===== src/rtl/serial_add_ctrl.sv =====
// Bit-serial adder controller: one shared full-adder slice,
// sequenced LSB first over WIDTH cycles.
module serial_add_ctrl #(
    parameter int WIDTH = 8
) (
    input  logic             clk,
    input  logic             rst,
    input  logic             start,
    input  logic [WIDTH-1:0] a,
    input  logic [WIDTH-1:0] b,
    input  logic             cin,
    output logic             busy,
    output logic             done,
    output logic [WIDTH-1:0] sum,
    output logic             cout
);

    localparam int CW = (WIDTH > 1) ? $clog2(WIDTH) : 1;
    localparam logic [CW-1:0] LAST = CW'(WIDTH - 1);

    typedef enum logic [1:0] {
        IDLE,
        RUN,
        DONE
    } state_t;

    state_t           state_q, state_d;
    logic [WIDTH-1:0] sa_q, sa_d;
    logic [WIDTH-1:0] sb_q, sb_d;
    logic [WIDTH-1:0] res_q, res_d;
    logic [WIDTH-1:0] sum_q, sum_d;
    logic [CW-1:0]    cnt_q, cnt_d;
    logic             c_q, c_d;
    logic             cout_q, cout_d;
    logic             done_q, done_d;

    logic             p, g, t, s_bit, c_next;
    logic [WIDTH:0]   res_ext;

    half_adder u_ha0 (
        .x (sa_q[0]),
        .y (sb_q[0]),
        .s (p),
        .c (g)
    );

    half_adder u_ha1 (
        .x (p),
        .y (c_q),
        .s (s_bit),
        .c (t)
    );

    assign c_next  = g | t;
    // New bit enters at the MSB; the LSB falls off.
    assign res_ext = {s_bit, res_q};

    always_comb begin
        state_d = state_q;
        sa_d    = sa_q;
        sb_d    = sb_q;
        res_d   = res_q;
        sum_d   = sum_q;
        cnt_d   = cnt_q;
        c_d     = c_q;
        cout_d  = cout_q;
        done_d  = 1'b0;
        unique case (state_q)
            IDLE: begin
                if (start) begin
                    sa_d    = a;
                    sb_d    = b;
                    c_d     = cin;
                    cnt_d   = '0;
                    state_d = RUN;
                end
            end
            RUN: begin
                sa_d  = sa_q >> 1;
                sb_d  = sb_q >> 1;
                res_d = res_ext[WIDTH:1];
                c_d   = c_next;
                if (cnt_q == LAST) begin
                    state_d = DONE;
                end else begin
                    cnt_d = cnt_q + 1'b1;
                end
            end
            DONE: begin
                sum_d   = res_q;
                cout_d  = c_q;
                done_d  = 1'b1;
                state_d = IDLE;
            end
            default: state_d = IDLE;
        endcase
    end

    always_ff @(posedge clk) begin
        if (rst) begin
            state_q <= IDLE;
            sa_q    <= '0;
            sb_q    <= '0;
            res_q   <= '0;
            sum_q   <= '0;
            cnt_q   <= '0;
            c_q     <= 1'b0;
            cout_q  <= 1'b0;
            done_q  <= 1'b0;
        end else begin
            state_q <= state_d;
            sa_q    <= sa_d;
            sb_q    <= sb_d;
            res_q   <= res_d;
            sum_q   <= sum_d;
            cnt_q   <= cnt_d;
            c_q     <= c_d;
            cout_q  <= cout_d;
            done_q  <= done_d;
        end
    end

    assign busy = (state_q != IDLE);
    assign done = done_q;
    assign sum  = sum_q;
    assign cout = cout_q;

endmodule

module half_adder (
    input  logic x,
    input  logic y,
    output logic s,
    output logic c
);
    assign s = x ^ y;
    assign c = x & y;
endmodule


===== config.mk =====
export PLATFORM = sky130hd
export DESIGN_NAME = serial_add_ctrl
export DESIGN_NICKNAME = d
export VERILOG_FILES = /design/src/rtl/serial_add_ctrl.sv
export SDC_FILE = /design/constraint.sdc
export NUM_CORES = 1
export LEC_CHECK = 0
export ABC_AREA = 1
export BUFFER_PORTS_ARGS = -buffer_cell sky130_fd_sc_hd__buf_4
export CAP_MARGIN = 10
export CORE_ASPECT_RATIO = 1.5
export CORE_MARGIN = 1.5
export CORE_UTILIZATION = 49
export CTS_BUF_LIST = sky130_fd_sc_hd__clkbuf_16
export DETAILED_ROUTE_END_ITERATION = 10
export GPL_TIMING_DRIVEN = 1
export PLACE_DENSITY = 0.74
export SLEW_MARGIN = 10
export SYNTH_ARGS = -nofsm -noshare
export SYNTH_HDL_FRONTEND = slang
export SYNTH_SLANG_ARGS = --single-unit

===== constraint.sdc =====
create_clock -name clk -period 1 [get_ports clk]
set_input_delay 0.05 -clock clk [delete_from_list [all_inputs] [get_ports clk]]
set_output_delay 0.05 -clock clk [all_outputs]
set_load 0.01 [all_outputs]

# Word level (Yosys, flattened, before mapping)
# Cells that the tools add are included.
# word_totals
ff_bits,40
latchBits,0
ram_bits,0
mem_count,0
in_bits,20
romBits,0
# classes
eq_ne,6
addsub,1
shift,0
mul,0
n_bitwise,5
muxes,13
magnitude_cmp,0
div,0
reduce_logical,6
# ops
cell,n
$pmux W8 S2,2
$mux W8,2
$mux W3,2
$ne A2 B2 Y1 const B,3
$pmux W3 S2,1
$mux W2,2
$pmux W2 S2,1
$reduce_and A2 Y1,2
$reduce_bool A2 Y1,2
$add A3 B1 Y3 const B,1
$eq A3 B3 Y1 const B,1
$reduce_and A3 Y1,1
$and A1 B1 Y1,2
$eq A2 B1 Y1 const B,1
$eq A2 B2 Y1 const B,1
$logic_not A2 Y1,1
$mux W1,2
$pmux W1 S2,1
$xor A1 B1 Y1,2
$or A1 B1 Y1,1

# Longest topological paths before layout
# Gate-level depths: netlist of the first run.
# logic_depth
ltp_word,4
depth_mapped,8
ltp_nobuf,7

# Hierarchy
# From an unflattened synthesis of the first run, not the netlist that was laid out.
# unflattened
hier_cells,274
hier_area_um2,1921.8
# modules_own_cells
module,n_inst,cells_each,seq_area_each_um2,area_each_um2
serial_add_ctrl,1,272,800.8,1896.8
half_adder,2,1,0.0,12.5

# Worst setup path before layout of the first run
# No wires, ideal clock.
# synth_timing
path_type,reg-to-reg
startpoint,register c_q
endpoint,register res_q[7]
path_stages_with_launch,4
period_less_slack_ns,1.080
t_required_ns,0.884
setup_slack_ns,-0.080
t_arrival_ns,0.964
setup_time_ns,0.116
n_path_buf,0
path_cell_list,dfxtp_1 -> fa_1 -> o21ai_0 -> nor2_1
# synth_via
elab_chain_len,1
# synth_rtl
item,line_no,text
start: declaration,33,"logic c_q, c_d;"
start signal: assignment,107,c_q <= 1'b0;
start signal: assignment,117,c_q <= c_d;
$xor A1 B1 Y1,136,assign s = x ^ y;
named net s_bit,37,"logic p, g, t, s_bit, c_next;"
end signal: assignment,114,res_q <= res_d;
end: declaration,30,"logic [WIDTH-1:0] res_q, res_d;"
# The timed path passes the listed nets, and every way through them passes these cells.
# A chain may end at the register's enable or synchronous reset.

# Worst setup path after layout of the first run
# layout_timing
startpoint,register cnt_q[0]
endpoint,register cnt_q[0]
# layout_via
elab_chain_len,3
# layout_rtl
item,line_no,text
start: declaration,32,"logic [CW-1:0] cnt_q, cnt_d;"
start signal: assignment,116,cnt_q <= cnt_d;
$add A3 B1 Y3 or $eq A3 B3 Y1 (tied branches),"86, 83",
$mux W3 or $ne A2 B2 Y1 (tied branches),-,
$pmux W3 S2 or $reduce_and A3 Y1 (tied branches),-,
# Several ways; a longest one is shown, not always the timed one. The select of a mux whose other input is x is not followed.

==> results_dict.tcl, run 1 <==
set metrics [dict create \
    cts_tree "done" \
    yosysSeqAreaShare 0.4618 \
    r2r_end "cnt_q[0]" \
    violations "setup timing" \
    die_h_um 75.86 \
    floorplan.initialDensity 0.5126 \
    hold_path_end "sb_q[7]" \
    antennaDiodeCount 0 \
    nFillCells 273 \
    fp.dieW_um 51.58 \
    drc 0 \
    final.setup_skew_ns 0.004675 \
    crit_fanout 4 \
    netlist.top_cell.by_area "dfxtp_1" \
    insertion_delay_ns 0.28 \
    gr-total-overflow 0 \
    reg2reg_depth 6 \
    pwr_density_cell_mw_per_mm2 1656 \
    status "complete, but fails checks" \
    io_buffers 30 \
    layout_min_cycle_time_ns 1.091 \
    synthesis.nets 263 \
    relSlewSlack 0.8134 \
    synth_area_sq_mm 0.001734 \
    crit_type "flip-flop to flip-flop" \
    hold_depth 3 \
    drv_slew 0 \
    wirelength_mm 3.977 \
    via_per_inst 4.875 \
    setup_viol 36 \
    mostFrequentLayoutCells "69 x nor2_1, 40 x nand2_1, 36 x buf_4" \
    required_ns 1.18 \
    worstReg2RegStart "cnt_q[0]" \
    grt_pass1_wl_mm 6.134 \
    cts_sinks 40 \
    clockBufferDepth 2 \
    worstMarginPinSlew_ns 0.2789 \
    layout_commonest_cell "nor2_1" \
    p_leak_uw 0.001166 \
    grt_max_degree 33 \
    max_freq_mhz 916.5 \
    synth_top_area_frac 0.4618 \
    cts_made_buffers 5 \
    cap_violations 0 \
    clk_pin_slew_worst_paths_ns 0.06 \
    vdd_drop_max_v 0.001400 \
    root_buffer "clkbuf_16" \
    hp-class "input port to flip-flop" \
    antenna_found_initial 0 \
    synth.distinct_cells 21 \
    setup_ws_ns -0.09114 \
    p_total_uw 4099 \
    drt_first_iter_violations 44 \
    cp.arrival_ns 1.27 \
    first_pass_iters 4 \
    crit_path_start_kind "flip-flop" \
    htreeDepth 2 \
    fp.dieArea_sq_mm 0.003912 \
    period_share 1.091 \
    ys_warn_count 0 \
    r2r_slack_ns -0.09 \
    ys_ff_latch 40 \
    core_area_sq_mm 0.003383 \
    layout.nets 307 \
    antenna_left 0 \
    hp-start "b[7]" \
    fin_util 0.7315 \
    grt_pass1_vias 1446 \
    dr_total_vias 1594 \
    syn_area_per_cell_sq_um 7.226 \
    wl_per_cell_um 12.16 \
    setup_tns_ns -1.776 \
    io_pins 31 \
    grt_usage 0.2107 \
    rsz0062_at_grt "true" \
    gp_congestion 0.7192 \
    synth_cells 240 \
    fp-row-count 26 \
    layout-drive-gt1-share 0.3368 \
    hold_viol 0 \
    dp_hpwl_mm 2.366 \
    synthToLayoutAreaGrowth_pct 42.71 \
    crit_path_end_kind "flip-flop" \
    synth_area_leaders "dfxtp_1 46%, nor2_1 16%, nand2_1 12%" \
]
==> cell families after synthesis <==
logic type | after synthesis | share of synthesized area
buffers and inverters | 22 | 0.07503
AND/OR/NAND/NOR | 140 | 0.3297
adder cells (fa/ha/maj) | 3 | 0.02597
AO/OA/AOI/OAI | 35 | 0.1075
flip-flops | 40 | 0.4618
==> power breakdown <==
part / switching [uW] / internal, uW / leakage [uW]
combinational: 292 / 278 / 0.000756
clock: 606 / 1160 / 0.0000789
sequential: 71.3 / 1690 / 0.000331
total: 970 / 3130 / 0.00117
==> layout make-up <==
type	count	area, sq um	area share
clock inverter	3	37.54	0.01517
sequential	40	810.8	0.3276
timing repair buffer	47	455.4	0.1840
multi-input combinational	178	935.9	0.3782
clock buffer	5	125.1	0.05056
inverter	12	57.56	0.02326
tap	42	52.55	0.02123
==> what timing repair did <==
action,CTS,global route
hold endpoints to repair,5,0
endpoints found under the setup margin,39,39
pin swaps,5,13
gates cloned,0,3
hold buffers,1,0
buffers inserted,2,1
resized for setup,18,21
==> registers in the layout, indices dropped and copies added, names as in the netlist <==
name	cells
c_q	1
cnt_q	3
cout	1
done	1
res_q	8
sa_q	8
sb_q	8
state_q	2
sum	8
==> worst max path at each step <==
stage	cells past startpoint	to	startpoint	slack, ns
after global placement	6	sa_q[6]	state_q[0]	-0.08
after global routing	7	sa_q[3]	state_q[0]	-0.16
final	6	cnt_q[0]	cnt_q[0]	-0.09
after floorplan	3	res_q[7]	sa_q[0]	-0.03
after CTS	3	res_q[7]	sa_q[0]	-0.08
after detailed placement	5	cnt_q[0]	state_q[0]	-0.13
==> per-layer routing <==
| layer | global-route usage | wire, um |
|---|---|---|
| met5 | 0 | 0 |
| met4 | 0.07895 | 82 |
| met3 | 0.04706 | 125 |
| met2 | 0.3860 | 2123 |
| met1 | 0.2359 | 1647 |
==> worst max-delay path, stage by stage, from the launching register on <==
cell     delay (ns)
dfxtp_2        0.33
ha_4           0.16
ha_4           0.17
nand2_2        0.06
nand2_2        0.08
nor2_1         0.13
nor2_1         0.05
==> per-stage QoR <==
stage	hold WS (ns)	setup WS [ns]	cell area [sq um]	std cells
6_report	0.02922	-0.09114	2475	327
5_1_grt	0.04040	-0.1641	2475	327
4_1_cts	0.02441	-0.07561	2341	323
3_5_place_dp	0.2661	-0.1267	2085	312
3_3_place_gp	0.2673	-0.08335	2085	312
2_1_floorplan	0.1150	-0.02901	1772	240
==> synth_stat cells (all sizes together) <==
| cell | n |
|---|---|
| nor2 | 77 |
| nand2 | 59 |
| dfxtp | 40 |
| o21ai | 33 |
| inv | 12 |
| buf | 7 |
| clkbuf | 3 |
| nand3 | 3 |
| a21oi | 2 |
| ha | 2 |
| fa | 1 |
| nor3 | 1 |
(Power assumes the default switching activity.)
==> run 2, diff against run 1 <==
--- a/config.mk
+++ b/config.mk
@@ -10,12 +10,13 @@
 export CAP_MARGIN = 10
 export CORE_ASPECT_RATIO = 1.5
 export CORE_MARGIN = 1.5
-export CORE_UTILIZATION = 49
+export CORE_UTILIZATION = 45
 export CTS_BUF_LIST = sky130_fd_sc_hd__clkbuf_16
 export DETAILED_ROUTE_END_ITERATION = 10
 export GPL_TIMING_DRIVEN = 1
-export PLACE_DENSITY = 0.74
+export PLACE_DENSITY = 0.68
 export SLEW_MARGIN = 10
 export SYNTH_ARGS = -nofsm -noshare
 export SYNTH_HDL_FRONTEND = slang
+export SYNTH_HIERARCHICAL = 1
 export SYNTH_SLANG_ARGS = --single-unit
==> run 2 against run 1 <==
The run still ends with setup timing left. Critical path depth unchanged. Non-clock buffer count grew 4. Sequential cell count stayed put. Hold slack gained 0.025 ns. Clock power up 2%. Largest cell class unchanged. Clock skew is 0.0014 ns lower. Count of clock-buffer cells in the layout unchanged. Total power grew 6.4%. Core utilization shrank 1.3 points.
==> results_dict.tcl, run 2 <==
set metrics [dict create \
    htreeDepth 2 \
    antenna_left 0 \
    multi_input_area_sq_mm 0.001222 \
    dr_wl_met3_um 156 \
    relSlewSlack 0.7354 \
    vdd_drop_max_v 0.001573 \
    required_ns 1.18 \
    dpl_cell_area_sq_mm 0.002285 \
    fp.dieW_um 56.36 \
    setup_viol 39 \
    core_area_sq_mm 0.004029 \
    clockBufferDepth 2 \
    ys_ff_latch 40 \
    cts_made_buffers 5 \
    clk_pin_slew_worst_paths_ns 0.06 \
    ys_warn_count 6 \
    synth.most_common_cell "nand2_1" \
    drt_first_iter_violations 68 \
    grt_usage 0.2046 \
    fp-row-count 28 \
    final.setup_skew_ns 0.003235 \
    synth_common_cells "74 x nand2_1, 61 x nor2_1, 40 x dfxtp_1" \
    routed-wl-met2_mm 2.326 \
    drv_slew 0 \
    syn_area_per_cell_sq_um 7.014 \
    cpMostUsedCell "ha_4" \
    die_h_um 83.04 \
    setup_ws_ns -0.1650 \
    fin_area_sq_mm 0.002895 \
    crit_path_end_kind "flip-flop" \
    seqCellArea_sq_um 813.3 \
    gr-total-overflow 0 \
    rsz0062_at_grt "true" \
    netlist.top_cell.by_area "dfxtp_1" \
    max_freq_mhz 858.4 \
    via_per_inst 4.774 \
    p_leak_uw 0.001328 \
    synth_cells 274 \
    period_share 1.165 \
    grt_max_degree 20 \
    crit_type "flip-flop to flip-flop" \
    violations "setup timing" \
    floorplan.initialDensity 0.4770 \
    crit_path_start_kind "flip-flop" \
    cts_sinks 40 \
    layout_min_cycle_time_ns 1.165 \
    hold_viol 0 \
    yosysSeqAreaShare 0.4167 \
    io_pins 31 \
    layout.nets 346 \
    synth_area_sq_mm 0.001922 \
    synth_edf_count 0 \
    gp_congestion 0.7127 \
    crit_fanout 4 \
    grt_pass1_vias 1713 \
    io_buffers 30 \
    grt_pass1_wl_mm 7.721 \
    r2r_slack_ns -0.17 \
    dp_hpwl_mm 2.493 \
    antenna_found_initial 0 \
    synth_area_leaders "dfxtp_1 42%, nand2_1 14%, nor2_1 12%" \
    wl_met1_mm 1.922 \
    cap_violations 0 \
    synthFlopType "dfxtp_1" \
    cp_slowest_cell "dfxtp_2" \
    synthToLayoutAreaGrowth_pct 50.65 \
    async_reset_ff_frac 0 \
    layout-drive-gt1-share 0.4985 \
    top_layer "met4" \
    insertion_delay_ns 0.28 \
    wl_per_cell_um 12.29 \
    layout_commonest_cell "nand2_1" \
    dr_total_vias 1757 \
    worstMarginPinSlew_ns 0.3956 \
    cp.arrival_ns 1.35 \
    synth.distinct_cells 22 \
    pwr_density_cell_mw_per_mm2 1506 \
    antennaDiodeCount 0 \
    path_cells "ha_4, ha_4, a21oi_2, nand2_2, nor2_2, nor2_1" \
    status "complete, but fails checks" \
    mostFrequentLayoutCells "53 x nand2_1, 36 x nor2_1, 36 x buf_4" \
    first_pass_iters 4 \
    cts_tree "done" \
    hp-class "input port to flip-flop" \
    setup_tns_ns -3.238 \
    synthesis.nets 298 \
    root_buffer "clkbuf_16" \
    fp.dieArea_sq_mm 0.004680 \
    max_stage_delay_ns 0.33 \
    wirelength_mm 4.522 \
    nFillCells 305 \
    synth_top_area_frac 0.4167 \
    pre_cts_ws_ns -0.1534 \
    drc 0 \
]
run 2: changes by cell type in the layout (fill, tap and decap cells not counted), sizes merged, moves of 6 or more:
cell / before / now
nand2: 59 / 88
buf: 44 / 50
o21ai: 33 / 18
inv: 12 / 29
run 2: layout make-up:
cell class | instances | share of cell area
clock buffer | 5 | 0.04322
clock inverter | 3 | 0.01469
inverter | 29 | 0.04278
multi-input combinational | 195 | 0.4222
sequential | 40 | 0.2809
tap | 45 | 0.01945
timing repair buffer | 51 | 0.1768
run 2: critical path, delay by kind of cell, from the launching register on:
kind | cells | cell delay (ns)
and+or+nand+nor | 3 | 0.26
AOI/OAI and AO/OA | 1 | 0.14
DFF | 1 | 0.33
adders and majority gates | 2 | 0.32
run 2: worst paths after layout:
check / from / endpoint / cells after the start
max: cnt_q[0] / cnt_q[0] / 6
min: a[7] / sa_q[7] / 3
max reg2reg: cnt_q[0] / cnt_q[0] / 6
min reg2reg: sa_q[7] / sa_q[7] / 2
run 2: what timing repair did:
action	CTS	global route
cloned	4	0
pin swaps	8	22
hold buffers	1	0
endpoints found under the setup margin	40	41
buffers inserted	5	4
endpoints found under the hold margin	5	0
resized for setup	51	55
run 2: routing by layer:
metal | track usage | vias to the layer above
li1 | - | 921
met1 | 0.2420 | 800
met2 | 0.3626 | 28
met3 | 0.04206 | 8
met4 | 0.06494 | 0
met5 | 0 | -
run 2: per-stage QoR:
| step | power (uW) | cells | hold slack [ns] | utilization |
|---|---|---|---|---|
| finish | 4361 | 368 | 0.05400 | 0.7186 |
| global placement | 2336 | 348 | 0.2695 | 0.5671 |
| global route | 4560 | 368 | 0.06289 | 0.7186 |
| floorplan | 2199 | 274 | 0.1150 | - |
| CTS | 4316 | 366 | 0.05050 | 0.6820 |
| detailed placement | 2348 | 348 | 0.2682 | 0.5671 |
run 2: kinds of logic (layout without fill, tap and decap cells):
family	count (synthesis)	count (layout)	synth area share
AND/OR/NAND/NOR	167	169	0.3763
buffers and inverters	41	88	0.1178
flip-flops	40	40	0.4167
AO/OA/AOI/OAI	22	22	0.06315
adder cells (fa/ha/maj)	4	4	0.02604
run 2: power by group:
group	total, uW	internal, uW	switching, uW	leakage, uW
sequential	1780	1690	91.6	0.000331
clock	1810	1170	643	0.0000798
combinational	766	364	402	0.000917
total	4360	3220	1140	0.00133
